[src/rtl/fifo_wr_arbiter.sv]
// Round-robin arbiter sharing one FIFO write port between N_REQ producers,
// with FIFO-full back-pressure and a per-grant burst limit of MAX_BURST beats.
module fifo_wr_arbiter #(
    parameter int N_REQ     = 4,
    parameter int D_WIDTH   = 8,
    parameter int MAX_BURST = 4
) (
    input  logic                     clk,
    input  logic                     rst,
    input  logic [N_REQ-1:0]         req,
    input  logic [N_REQ*D_WIDTH-1:0] req_data,
    output logic [N_REQ-1:0]         req_ready,
    input  logic                     fifo_full,
    output logic                     fifo_w_en,
    output logic [D_WIDTH-1:0]       fifo_w_data,
    output logic [N_REQ-1:0]         grant,
    output logic                     busy
);
    localparam int PTR_W = $clog2(N_REQ);
    localparam int CNT_W = $clog2(MAX_BURST + 1);

    typedef enum logic {ST_IDLE, ST_GRANT} state_t;

    state_t             r_state;
    state_t             w_nxt_state;
    logic [N_REQ-1:0]   r_grant;
    logic [N_REQ-1:0]   w_nxt_grant;
    logic [PTR_W-1:0]   r_rr_ptr;
    logic [PTR_W-1:0]   w_nxt_rr_ptr;
    logic [CNT_W-1:0]   r_beat_cnt;
    logic [CNT_W-1:0]   w_nxt_beat_cnt;
    logic [PTR_W-1:0]   w_owner;
    logic [PTR_W-1:0]   w_owner_nxt;
    logic               w_owner_req;
    logic               w_last_beat;

    // First set bit of mask scanning upward from ptr, wrapping to 0.
    function automatic logic [N_REQ-1:0] f_pick(input logic [N_REQ-1:0] mask,
                                                input logic [PTR_W-1:0] ptr);
        logic [N_REQ-1:0] pick;
        logic             found;
        pick  = '0;
        found = 1'b0;
        for (int unsigned i = 0; i < N_REQ; i++) begin
            if (!found && (i >= 32'(ptr)) && mask[i]) begin
                pick[i] = 1'b1;
                found   = 1'b1;
            end
        end
        for (int unsigned i = 0; i < N_REQ; i++) begin
            if (!found && (i < 32'(ptr)) && mask[i]) begin
                pick[i] = 1'b1;
                found   = 1'b1;
            end
        end
        return pick;
    endfunction

    assign grant     = r_grant;
    assign busy      = (r_state == ST_GRANT);
    assign req_ready = r_grant & {N_REQ{~fifo_full}};
    assign fifo_w_en = |(req & req_ready);

    always_comb begin
        fifo_w_data = '0;
        w_owner     = '0;
        for (int unsigned i = 0; i < N_REQ; i++) begin
            if (r_grant[i]) begin
                fifo_w_data = fifo_w_data | req_data[i*D_WIDTH +: D_WIDTH];
                w_owner     = PTR_W'(i);
            end
        end
    end

    assign w_owner_nxt = (w_owner == PTR_W'(N_REQ - 1)) ? '0 : w_owner + PTR_W'(1);
    assign w_owner_req = |(req & r_grant);
    assign w_last_beat = fifo_w_en && (r_beat_cnt == CNT_W'(MAX_BURST - 1));

    always_comb begin
        w_nxt_state    = r_state;
        w_nxt_grant    = r_grant;
        w_nxt_rr_ptr   = r_rr_ptr;
        w_nxt_beat_cnt = r_beat_cnt;
        case (r_state)
            ST_IDLE: begin
                w_nxt_grant    = '0;
                w_nxt_beat_cnt = '0;
                if (|req) begin
                    w_nxt_grant = f_pick(req, r_rr_ptr);
                    w_nxt_state = ST_GRANT;
                end
            end
            ST_GRANT: begin
                if (!w_owner_req || w_last_beat) begin
                    // Scanning from owner+1 visits the old owner last, so masking it
                    // only matters when it is the sole requester, where regrant is allowed.
                    w_nxt_rr_ptr   = w_owner_nxt;
                    w_nxt_grant    = f_pick(req, w_owner_nxt);
                    w_nxt_beat_cnt = '0;
                    w_nxt_state    = (|req) ? ST_GRANT : ST_IDLE;
                end else if (fifo_w_en) begin
                    w_nxt_beat_cnt = r_beat_cnt + CNT_W'(1);
                end
            end
        endcase
    end

    always_ff @(posedge clk or posedge rst) begin
        if (rst) begin
            r_state    <= ST_IDLE;
            r_grant    <= '0;
            r_rr_ptr   <= '0;
            r_beat_cnt <= '0;
        end else begin
            r_state    <= w_nxt_state;
            r_grant    <= w_nxt_grant;
            r_rr_ptr   <= w_nxt_rr_ptr;
            r_beat_cnt <= w_nxt_beat_cnt;
        end
    end

endmodule
[config.mk]
export PLATFORM = sky130hd
export DESIGN_NAME = fifo_wr_arbiter
export DESIGN_NICKNAME = d
export VERILOG_FILES = /design/src/rtl/fifo_wr_arbiter.sv
export SDC_FILE = /design/constraint.sdc
export NUM_CORES = 1
export LEC_CHECK = 0
export ABC_AREA = 1
export ABC_CLOCK_PERIOD_IN_PS = 2400
export BUFFER_PORTS_ARGS = -buffer_cell sky130_fd_sc_hd__buf_2
export CAP_MARGIN = 20
export CORE_MARGIN = 3
export CORE_UTILIZATION = 46
export CTS_BUF_LIST = sky130_fd_sc_hd__clkbuf_8
export DETAILED_ROUTE_END_ITERATION = 8
export GPL_TIMING_DRIVEN = 0
export PLACE_DENSITY = 0.88
export SKIP_CTS_REPAIR_TIMING = 1
export SLEW_MARGIN = 10
export SYNTH_ARGS = -nofsm -noshare
export SYNTH_HDL_FRONTEND = slang
export SYNTH_SLANG_ARGS = --single-unit
export TNS_END_PERCENT = 1
[constraint.sdc]
create_clock -name clk -period 2.4 [get_ports clk]
set_clock_uncertainty 0.05 [all_clocks]
set_input_delay 0.12 -clock clk [delete_from_list [all_inputs] [get_ports clk]]
set_output_delay 0.12 -clock clk [all_outputs]
set_load 0.01 [all_outputs]
Word-level counts from Yosys, hierarchy flattened
Cells that the tools add are included.

operators by class
  add/subtract/negate cells = 2
  $mul = 0
  divide/modulo/power cells = 0
  order comparisons = 12
  equal/unequal tests = 4
  shift-type cells = 0
  muxes and demuxes = 65
  bitwise operators = 8
  reductions and logical operators = 43

operators by type and width
  kind                 number
  $mux 1               51
  $mux 8               4
  $logic_and 1x1->1    25
  $or 8x8->8           3
  $logic_not 1->1      13
  $and 4x4->4          3
  $reduce_or 4->1      3
  $ge 1x2->1 const A   4
  $lt 1x2->1 const A   4
  $mux 4               2
  $pmux 4 s2           1
  $mux 2               3
  $mux 3               2
  $pmux 3 s2           1
  $ge 2x2->1 const A   2
  $lt 2x2->1 const A   2
  $add 3x1->3 const B  1
  $eq 3x2->1 const B   1
  $ne 3x2->1 const B   1
  $add 2x1->2 const B  1
  $eq 2x2->1 const B   1
  $ne 2x1->1 const B   1
  $not 1->1            2
  $pmux 1 s2           1
  other kinds (2)      2

word-level totals
  flip-flop bits (word level) = 10
  latch bits = 0
  memory bits (writable) = 0
  bits in read-only memories = 0
  bits of input ports = 39
  output and inout port bits = 18
  word-level logic and storage cells = 138
  memories = 0

Longest topological paths before layout
  depth in word-level cells = 45
  mapped depth = 12
  mapped depth without buffers = 11

Least setup slack after synthesis
OpenSTA, ideal clock, no wires.

  path type = register -> register
  start = reg r_grant[3], in the netlist grant[3]
  end = reg r_grant[0], in the netlist grant[0]
  setup time = 0.116 ns
  data arrival time = 1.763 ns
  required time = 2.234 ns
  path slack = 0.471 ns
  stages on the path, launching flop included = 11
  buffers on the path = 1
  period minus slack after synthesis = 1.929 ns
  cell sequence = dfrtp_1 clkbuf_1 a21oi_1 inv_1 ha_1 o21ai_2 nor3_1 o21ai_0 nand2_1 nand2_1 nand2_1

on the way
  word-level cells in the longest chain between the ends = 31
  elaborated cells between the ends (all ways) = 44
  those cells by class = add/sub (1); order compare (4); eq/ne (2); mux (17); bitwise (3); reduce/logical (17)

ends and longest elaborated chain
  what                                       line  source
  start: declaration                         26    logic [N_REQ-1:0] r_grant;
  start signal: assignment                   116   r_grant <= w_nxt_grant;
  $mux 2 *                                   68    if (r_grant[i]) begin
  $add 2x1->2 or $eq 2x2->1 (tied branches)  75    assign w_owner_nxt = (w_owner == PTR_W'(N_REQ - 1)) ? '0 : w_owner + PTR_W'(1);
  $mux 2 *                                   75
  via w_owner_nxt[1]                         33    logic [PTR_W-1:0] w_owner_nxt;
  $ge 1x2->1                                 45    if (!found && (i >= 32'(ptr)) && mask[i]) begin
  $logic_and 1x1->1                          45
  $mux 1                                     45
  $mux 1                                     94    if (!w_owner_req || w_last_beat) begin
  [... 15 more ...]                          --
  $mux 1                                     45
  $mux 1                                     94
  $mux 1                                     84    case (r_state)
  $logic_not 1->1                            51    if (!found && (i < 32'(ptr)) && mask[i]) begin
  $logic_and 1x1->1 (2 in series)            51
  $mux 1 *                                   51
  $mux 4 *                                   94
  $pmux 4 s2 *                               84

The timed path passes the listed nets; every way through them passes the cells marked *. The select of a mux whose other input is x is not followed.
A chain may end at the register's enable or synchronous reset.

Worst setup path in the final report
Same ends and word-level chain as after synthesis.

==> metrics.yaml <==
outcome: "finished, final reports clean"
initial_antenna_violation_count: 0
clk-insertion-delay-late_ns: 0.24
groute.usage.overall_pct: 20.82
numCtsBuffers: 3
worst_hold_path_type: "input port to flip-flop"
yosys_register_bits: 10
synth_enable_flop_cells: 0
die_width_microns: 53.03
drv_cap: 0
post_synth_fa_ha_maj_area_fraction_pct: 7.380
area.growth.synth_to_final_pct: 36.78
finalHoldViolations: 0
worst_path_dominant_cell_family: "compound AO/OA/AOI/OAI gates"
timing.critical_path.cells: "clkbuf_1 -> a21oi_1 -> inv_1 -> ha_1 -> o21ai_2 -> nor3_1 -> o21ai_0 -> nand2_1 -> nand2_1 -> nand2_1"
tritoncts_clock_tree: "done"
postRouteAntennaNets: 0
rows: 16
globalRouteMet1Util_pct: 25.17
worstPathMaxFanout: 10
post_synth_and_or_nand_nor_area_fraction_pct: 47.23
fp.dieH_microns: 53.03
syn_inst: 160
dominant_combinational_cell_family_by_area_after_synthesis: "simple AND/OR/NAND/NOR gates"
fin_cells: 247
cellLeakagePower_nw: 0.7754
num_vias: 1198
first_pass_grt_wire_length_mm: 4.243
wl_per_cell_microns: 11.43
critPathBufInv: 2
first_pass_detailed_route_iteration_total: 4
synth.yosys.warnings: 0
finalWeightedCongestion: 0.8297
timing.final.max_slew_violations: 0
cpMostUsedCell: "sky130_fd_sc_hd__nand2_1"
grt_util_met3_pct: 4.225
synth-compound-area-share_pct: 10.33
via_density_per_instance: 4.850
finalCritPeriodShare_pct: 89.38
routed_wl_mm: 2.823
worst-endpoint-arrival_ns: 2.23
muxShareOfSynthArea_pct: 0
setup.worst_path.start_class: "flip-flop"
kind_of_end_point_of_the_critical_path: "flip-flop"
setup_viol: 0
placement.io_buffers: 55
slowest_delay_ns: 0.40
post_synth_instance_area_sq_mm: 0.001017
via_count_of_the_first_global_routing_pass: 986
multiInputGateArea_sq_um: 669.4
synthesis.nets: 205
grt_max_degree: 11
synth.yosys.seq_area_share_pct: 24.60
residual_drc_count: 0
fin_setup_tns_ns: 0
layout_min_cycle_time_ns: 2.145
grt_overflow_total: 0
vdd_drop_max_uv: 736.6
final_cell_area_sq_mm: 0.001391
antenna_cells_inserted: 0
top_usage_layer: "met2"
pwr_density_cell_mw_per_mm2: 1086
slew_headroom_pct: 70.44
clk_root_buffer_cell: "sky130_fd_sc_hd__clkbuf_8"
placed_cell_area_sq_mm: 0.001326
fraction_of_final_layout_cells_with_drive_strength_greater_than_1_pct: 35.00
clkSinkCount: 10
dieArea_sq_mm: 0.002812
totalPowerFinal_mw: 1.511
cts-root-to-sink-buffers: 2
final_net_count: 266
postSynth.topFlopCell: "sky130_fd_sc_hd__dfrtp_1"
async_flop_share_pct: 100.0
cts.reportedPaths.clkPinSlew_ns: 0.05
floorplan.initialDensity_pct: 50.31
io_pins: 57
h-tree-depth: 1
rsz_0062_raised_after_global_routing: "no"
core-area_sq_mm: 0.002022
syn_area_per_cell_sq_um: 6.358
post_synth_num_cell_types: 24
place.detailed.hpwl_mm: 2.286
layout.area.seq_sq_um: 250.2
met2_usage_pct: 35.12
yosys.area_share.xor_xnor_pct: 0.8610
dp_cells: 242
path_class: "flip-flop to flip-flop"
timing.critical_path.required_ns: 2.48
whs_ns: 0.1586
fillCellCount: 205
tightest_slew_ns: 0.4434
maxClockFrequency_mhz: 466.2
drt_iter0_markers: 25
timing.critical_path.slowest_stage_cell: "sky130_fd_sc_hd__dfrtp_1"
placed cells by master, fill, tap and decap left out:
cell type                       synthesis  final
sky130_fd_sc_hd__nor3_1                 1      1
sky130_fd_sc_hd__nand2_1               61     61
sky130_fd_sc_hd__o21ai_2                2      2
sky130_fd_sc_hd__a21oi_1                4      4
sky130_fd_sc_hd__dfrtp_1               10     10
sky130_fd_sc_hd__xnor2_1                1      1
sky130_fd_sc_hd__ha_1                   6      6
sky130_fd_sc_hd__inv_1                 16     16
sky130_fd_sc_hd__a21oi_2                2      2
sky130_fd_sc_hd__nor2_1                14     14
sky130_fd_sc_hd__o21ai_0                6      6
sky130_fd_sc_hd__nand4_1               13     13
sky130_fd_sc_hd__nand2_4                1      1
sky130_fd_sc_hd__inv_2                  2      2
sky130_fd_sc_hd__buf_4                  1      1
sky130_fd_sc_hd__buf_6                  1      1
sky130_fd_sc_hd__a211oi_1               1      1
sky130_fd_sc_hd__buf_2                  0     55
sky130_fd_sc_hd__nand2_2                3      3
sky130_fd_sc_hd__nor2_4                 4      4
sky130_fd_sc_hd__nand3_1                5      5
sky130_fd_sc_hd__dlygate4sd3_1          0      1
sky130_fd_sc_hd__clkbuf_1               3      3
sky130_fd_sc_hd__nor2_2                 1      1
sky130_fd_sc_hd__nor2b_1                1      1
sky130_fd_sc_hd__o31ai_2                1      1
sky130_fd_sc_hd__clkbuf_8               0      4
metrics by stage:
step	util, %	setup slack, ns
final	68.81	0.2549
after global routing	68.81	0.05742
after CTS	68.32	0.2452
after detailed placement	65.59	0.2755
after global placement	65.59	0.3030
after floorplan	-	0.4709
flip-flops by register name, summed over array words and instances, names as in the netlist:
signal      cells
grant           4
r_beat_cnt      3
r_rr_ptr        2
busy            1
power breakdown:
group | switching (mW) | total [mW] | internal, mW
Clock | 0.0720 | 0.217 | 0.145
Sequential | 0.0512 | 0.284 | 0.233
Combinational | 0.622 | 1.01 | 0.387
cells by family after synthesis:
family,count (synthesis)
buffers and inverters,23
AO/OA/AOI/OAI,16
AND/OR/NAND/NOR,104
flip-flops,10
XOR/XNOR,1
adder cells (fa/ha/maj),6
path summary, 6_finish.rpt:
check	to	cells after the start	startpoint	slack, ns
hold / removal	busy$_DFF_PP0_	3	req[1]	0.16
max in group asynchronous	grant[2]$_DFFE_PP0P_	3	rst	1.69
hold reg to reg	r_rr_ptr[0]$_DFFE_PP0P_	2	r_rr_ptr[0]$_DFFE_PP0P_	0.47
setup / recovery	grant[0]$_DFFE_PP0P_	10	grant[3]$_DFFE_PP0P_	0.25
setup reg to reg	grant[0]$_DFFE_PP0P_	10	grant[3]$_DFFE_PP0P_	0.25
min in group asynchronous	r_rr_ptr[1]$_DFFE_PP0P_	3	rst	0.35
metal layers:
layer | wire (microns) | vias up
li1 | - | 633
met1 | 1155 | 529
met2 | 1483 | 30
met3 | 137 | 6
met4 | 46 | 0
met5 | 0 | -
cell type report:
type                            count  area share [%]
Multi-Input combinational cell    127           48.11
Timing Repair Buffer               56           20.50
Sequential cell                    10           17.99
Inverter                           18           4.856
Clock buffer                        4           3.957
Tap cell                           27           2.428
Buffer                              5           2.158
worst register-to-register path, stage by stage, from the launching register on:
cell and delay (ns):
sky130_fd_sc_hd__dfrtp_1 0.40, sky130_fd_sc_hd__clkbuf_1 0.23, sky130_fd_sc_hd__a21oi_1 0.27, sky130_fd_sc_hd__inv_1 0.12, sky130_fd_sc_hd__ha_1 0.36, sky130_fd_sc_hd__o21ai_2 0.23, sky130_fd_sc_hd__nor3_1 0.06, sky130_fd_sc_hd__o21ai_0 0.15
sky130_fd_sc_hd__nand2_1 0.07, sky130_fd_sc_hd__nand2_1 0.06, sky130_fd_sc_hd__nand2_1 0.04
cell usage after synthesis (2+ instances only):
| cell | number | area share (%) |
|---|---|---|
| sky130_fd_sc_hd__a21oi_1 | 4 | 2.0 |
| sky130_fd_sc_hd__a21oi_2 | 2 | 1.7 |
| sky130_fd_sc_hd__clkbuf_1 | 3 | 1.1 |
| sky130_fd_sc_hd__dfrtp_1 | 10 | 25 |
| sky130_fd_sc_hd__ha_1 | 6 | 7.4 |
| sky130_fd_sc_hd__inv_1 | 16 | 5.9 |
| sky130_fd_sc_hd__inv_2 | 2 | 0.74 |
| sky130_fd_sc_hd__nand2_1 | 61 | 23 |
| sky130_fd_sc_hd__nand2_2 | 3 | 1.8 |
| sky130_fd_sc_hd__nand3_1 | 5 | 2.5 |
| sky130_fd_sc_hd__nand4_1 | 13 | 8.0 |
| sky130_fd_sc_hd__nor2_1 | 14 | 5.2 |
| sky130_fd_sc_hd__nor2_4 | 4 | 4.4 |
| sky130_fd_sc_hd__o21ai_0 | 6 | 3.0 |
| sky130_fd_sc_hd__o21ai_2 | 2 | 1.7 |
(Power assumes the default switching activity.)
